--- src/rtl/seq_detector_param.sv ---
// Parameterised serial pattern detector with run-time overlap select,
// Mealy/Moore match flags and a saturating match counter.
module seq_detector_param #(
    parameter int unsigned           PAT_WIDTH = 4,
    parameter logic [PAT_WIDTH-1:0]  PATTERN   = 4'b1011,
    parameter int unsigned           CNT_WIDTH = 8,
    localparam int unsigned          SW        = $clog2(PAT_WIDTH)
) (
    input  logic                 clk,
    input  logic                 rst,
    input  logic                 in,
    input  logic                 in_valid,
    input  logic                 overlap,
    input  logic                 cnt_clr,
    output logic                 out,
    output logic                 out_moore,
    output logic [CNT_WIDTH-1:0] match_count,
    output logic [SW-1:0]        state
);

    localparam int unsigned NS   = 2 ** SW;
    localparam int unsigned LAST = PAT_WIDTH - 1;

    // Longest k <= s such that the first k pattern bits end the sequence
    // (first s pattern bits, then b).
    function automatic int unsigned fallback(input int unsigned s, input logic b);
        logic [16:0]  seq;
        int unsigned  best;
        logic         ok;
        seq  = '0;
        best = 0;
        for (int unsigned i = 0; i < 16; i++) begin
            if (i < s) seq[i] = PATTERN[PAT_WIDTH-1-i];
        end
        seq[s] = b;
        for (int unsigned k = 1; k <= s; k++) begin
            ok = 1'b1;
            for (int unsigned j = 0; j < k; j++) begin
                if (PATTERN[PAT_WIDTH-1-j] != seq[s+1-k+j]) ok = 1'b0;
            end
            if (ok) best = k;
        end
        return best;
    endfunction

    // Longest proper prefix of the pattern that is also a suffix.
    function automatic int unsigned border();
        int unsigned  best;
        logic         ok;
        best = 0;
        for (int unsigned k = 1; k < PAT_WIDTH; k++) begin
            ok = 1'b1;
            for (int unsigned j = 0; j < k; j++) begin
                if (PATTERN[PAT_WIDTH-1-j] != PATTERN[k-1-j]) ok = 1'b0;
            end
            if (ok) best = k;
        end
        return best;
    endfunction

    localparam int unsigned BORDER = border();

    logic          exp_tbl  [NS];
    logic [SW-1:0] fail_tbl [NS];

    // Per-state expected bit and mismatch target, fixed at elaboration.
    for (genvar g = 0; g < NS; g++) begin : g_tbl
        if (g < PAT_WIDTH) begin : g_live
            localparam int unsigned FB = fallback(g, ~PATTERN[PAT_WIDTH-1-g]);
            assign exp_tbl[g]  = PATTERN[PAT_WIDTH-1-g];
            assign fail_tbl[g] = SW'(FB);
        end else begin : g_dead
            assign exp_tbl[g]  = 1'b0;
            assign fail_tbl[g] = '0;
        end
    end

    logic [SW-1:0]        state_nxt;
    logic                 match;
    logic [CNT_WIDTH-1:0] count_nxt;

    always_comb begin
        state_nxt = state;
        match     = 1'b0;
        count_nxt = match_count;
        if (in_valid) begin
            if (in == exp_tbl[state]) begin
                if (state == SW'(LAST)) begin
                    match     = 1'b1;
                    state_nxt = overlap ? SW'(BORDER) : '0;
                end else begin
                    state_nxt = state + SW'(1);
                end
            end else begin
                state_nxt = fail_tbl[state];
            end
        end
        // Clear beats a coincident match; counter saturates at all-ones.
        if (cnt_clr) begin
            count_nxt = '0;
        end else if (match && (match_count != '1)) begin
            count_nxt = match_count + CNT_WIDTH'(1);
        end
    end

    assign out = match & ~rst;

    always_ff @(posedge clk) begin
        if (rst) begin
            state       <= '0;
            out_moore   <= 1'b0;
            match_count <= '0;
        end else begin
            state       <= state_nxt;
            out_moore   <= match;
            match_count <= count_nxt;
        end
    end

endmodule
--- config.mk ---
export PLATFORM = sky130hd
export DESIGN_NAME = seq_detector_param
export DESIGN_NICKNAME = d
export VERILOG_FILES = /design/src/rtl/seq_detector_param.sv
export SDC_FILE = /design/constraint.sdc
export NUM_CORES = 1
export LEC_CHECK = 0
export CAP_MARGIN = 25
export CORE_MARGIN = 2
export CORE_UTILIZATION = 44
export CTS_BUF_LIST = sky130_fd_sc_hd__clkbuf_16
export DETAILED_ROUTE_END_ITERATION = 12
export PLACE_DENSITY_LB_ADDON = 0.3
export SETUP_SLACK_MARGIN = 0.05
export SLEW_MARGIN = 20
export SYNTH_ARGS = -nofsm -noshare
export SYNTH_HDL_FRONTEND = slang
export SYNTH_SLANG_ARGS = --single-unit
export TNS_END_PERCENT = 10
--- constraint.sdc ---
create_clock -name clk -period 2.7 [get_ports clk]
set_clock_uncertainty 0.15 [all_clocks]
set_input_delay 0.81 -clock clk [delete_from_list [all_inputs] [get_ports clk]]
set_output_delay 0.81 -clock clk [all_outputs]
set_load 0.05 [all_outputs]
==> results.yml <==
sta:
  maxSlewViolCount: 0
  setup_tns_ns: 0
  worst_pin_slew_ns: 0.495
  final-hold-violation-count: 0
  slew_headroom_pct: 66.9
  finalSetupViolCount: 0
  min_period_over_period_pct: 97.3
  rsz0062_at_grt: "false"
  hold_slack_ns: 0.338
  period_needed_ns: 2.63
  max_freq_mhz: 381
drt:
  totalWireLength_mm: 1.38
  drt_first_pass_iters: 4
  vias_per_cell: 5.48
  drc_errors: 0
  ant_nets: 0
  drt_iter0_drc: 17
  wl_per_cell_um: 12.4
  vias: 608
hold_path:
  min_path_cells: 2
  min_path_type: "reg -> reg"
power_and_ir_drop:
  ir_drop_mv: 0.487
  p_leak_nw: 0.318
  p_per_area_nw_per_um2: 574
synthesis:
  synth_common_cells: "11 x dfxtp_1, 7 x a21oi_1, 7 x nor2_1"
  async_flop_share_pct: 0
  syn_inst: 72
  syn-num-nets: 81
  synth-edff-count: 0
  ys_seq_area_share_pct: 36.4
  synth_most_common_cell: "dfxtp_1"
  yosys_warnings: 0
  yosys.area.top_type: "dfxtp_1"
  netlist_area_um2: 604
  syn_avg_cell_area_um2: 8.39
  synth-seq-cells: 11
  synthDistinctLibCells: 25
  synth.area.top_cells: "dfxtp_1 36%, ha_1 6.2%, a21oi_1 5.8%"
  synth.top_cell.area_share_pct: 36.4
  ys.flop_type: "dfxtp_1"
clock_network:
  cts_max_path_buffers: 2
  clkLatencyLatePin_ns: 0.24
  cts.clk_slew.worst_paths_ns: 0.04
  clock_sinks: 11
  root_buffer: "clkbuf_16"
  cts_tree: "done"
  hold_buffers: 0
  cts_made_buffers: 3
  h-tree-depth: 1
floorplanning:
  io_pins: 18
  die_area_um2: 1690
  start_util_pct: 47.0
  fp.dieH_um: 41.1
  core_um2: 1280
  die_w_um: 41.1
  rows: 13
finish:
  design_area_um2: 913
  multi_input_area_um2: 365
  seq_area_um2: 223
  num-nets-final: 106
  drive_above_1_share_pct: 16.7
  fillerInstances: 111
  area_delta_synth_final_pct: 51.1
  diodes: 0
  finish.utilization_pct: 71.1
global_route:
  overflow: 0
  grt_pass1_wl_mm: 2.06
  grt_pass1_vias: 486
  grt_max_degree: 12
  antenna_found_initial: 0
  grt_usage_pct: 20.1
place:
  gp_congestion: 0.800
  hpwlAfterDp_um: 954
  postPlaceCellArea_um2: 828
  io_buffers: 17
setup_path:
  cp.required_ns: 1.74
  crit_type: "in -> out"
  reg2reg_depth: 7
  end_kind: "output pin"
  crit_chain: "clkdlybuf4s50_1 -> nand3_2 -> nor2_4 -> buf_12"
  critPathSlowestCell: "clkdlybuf4s50_1"
  worstPathArrival_ns: 1.67
  max_stage_delay_ns: 0.49
  cp_max_fo: 2
  startpoint_type: "input pin"
flow_run:
  maxCapViolations: 0
status:
  status: "complete, no violations"
-- final cells by class --
class                           count  area share [%]
Multi-Input combinational cell     56            40.0
Clock inverter                      1           0.411
Sequential cell                    11            24.4
Clock buffer                        3            8.22
Timing Repair Buffer               22            23.7
Tap cell                           15            2.05
Inverter                            3            1.23
-- per-layer routing --
layer,GRT usage [%],wire [um]
met1,24.0,649
met2,28.1,622
met3,8.15,72
met4,15.0,37
met5,0,0
-- path summary, 6_finish.rpt --
| kind | slack, ns | end | from |
|---|---|---|---|
| max | 0.07 | out | in_valid |
| min | 0.34 | state[1] | state[1] |
| max reg2reg | 0.64 | match_count[3] | state[1] |
| min reg2reg | 0.34 | state[1] | state[1] |
-- metrics by stage --
stage	worst slack (ns)	total power, mW	std cells
final	0.0737	0.524	111
after global routing	0.0507	0.544	111
after floorplan	0.164	0.222	72
after CTS	0.0607	0.528	111
after detailed placement	-0.178	0.254	106
after global placement	-0.116	0.252	106
-- critical path, delay by kind of cell --
kind / cells / cell delay [ns]
buf+inv: 2 / 0.63
simple gates: 2 / 0.23
-- cell usage in the layout, fill, tap and decap left out --
| master | n |
|---|---|
| a211oi_1 | 2 |
| a21oi_1 | 7 |
| buf_12 | 1 |
| buf_4 | 5 |
| clkbuf_16 | 3 |
| clkdlybuf4s50_1 | 15 |
| dfxtp_1 | 9 |
| dfxtp_2 | 2 |
| dlygate4sd2_1 | 1 |
| ha_1 | 3 |
| inv_1 | 4 |
| mux2i_1 | 1 |
| nand2_1 | 5 |
| nand2b_1 | 1 |
| nand3_1 | 6 |
| nand3_2 | 1 |
| nand4_1 | 2 |
| nor2_1 | 6 |
| nor2_4 | 1 |
| nor2b_1 | 3 |
| nor4b_1 | 2 |
| o211ai_1 | 2 |
| o21ai_0 | 3 |
| o311ai_0 | 1 |
| o31ai_1 | 2 |
| o41ai_1 | 1 |
| or2_2 | 2 |
| or3_1 | 1 |
| or4_1 | 3 |
| xor2_2 | 1 |
-- timing repair --
action                     4_1_cts  5_1_grt
pin swaps                        1        1
setup buffers                    1        0
setup endpoints to repair        1        1
resized for setup                1        0
-- flip-flops by register name, summed over array words and instances, names as in the netlist --
name and flops:
match_count 8, state 2, out_moore 1
-- report_power, final --
group          switching [mW]  internal (mW)  total [mW]
sequential            0.00551          0.169       0.174
clock                  0.0754          0.195       0.270
combinational          0.0421         0.0384      0.0805
-- cells by family (layout without fill, tap and decap cells) --
| group | Yosys count | in the layout | synth area share (%) |
|---|---|---|---|
| adder cells (fa/ha/maj) | 3 | 3 | 6.21 |
| buffers and inverters | 5 | 29 | 4.35 |
| multiplexers | 1 | 1 | 1.66 |
| AND/OR/NAND/NOR | 33 | 33 | 30.0 |
| AO/OA/AOI/OAI | 18 | 18 | 18.6 |
| flip-flops | 11 | 11 | 36.4 |
| XOR/XNOR | 1 | 1 | 2.69 |
(Power assumes the default switching activity.)
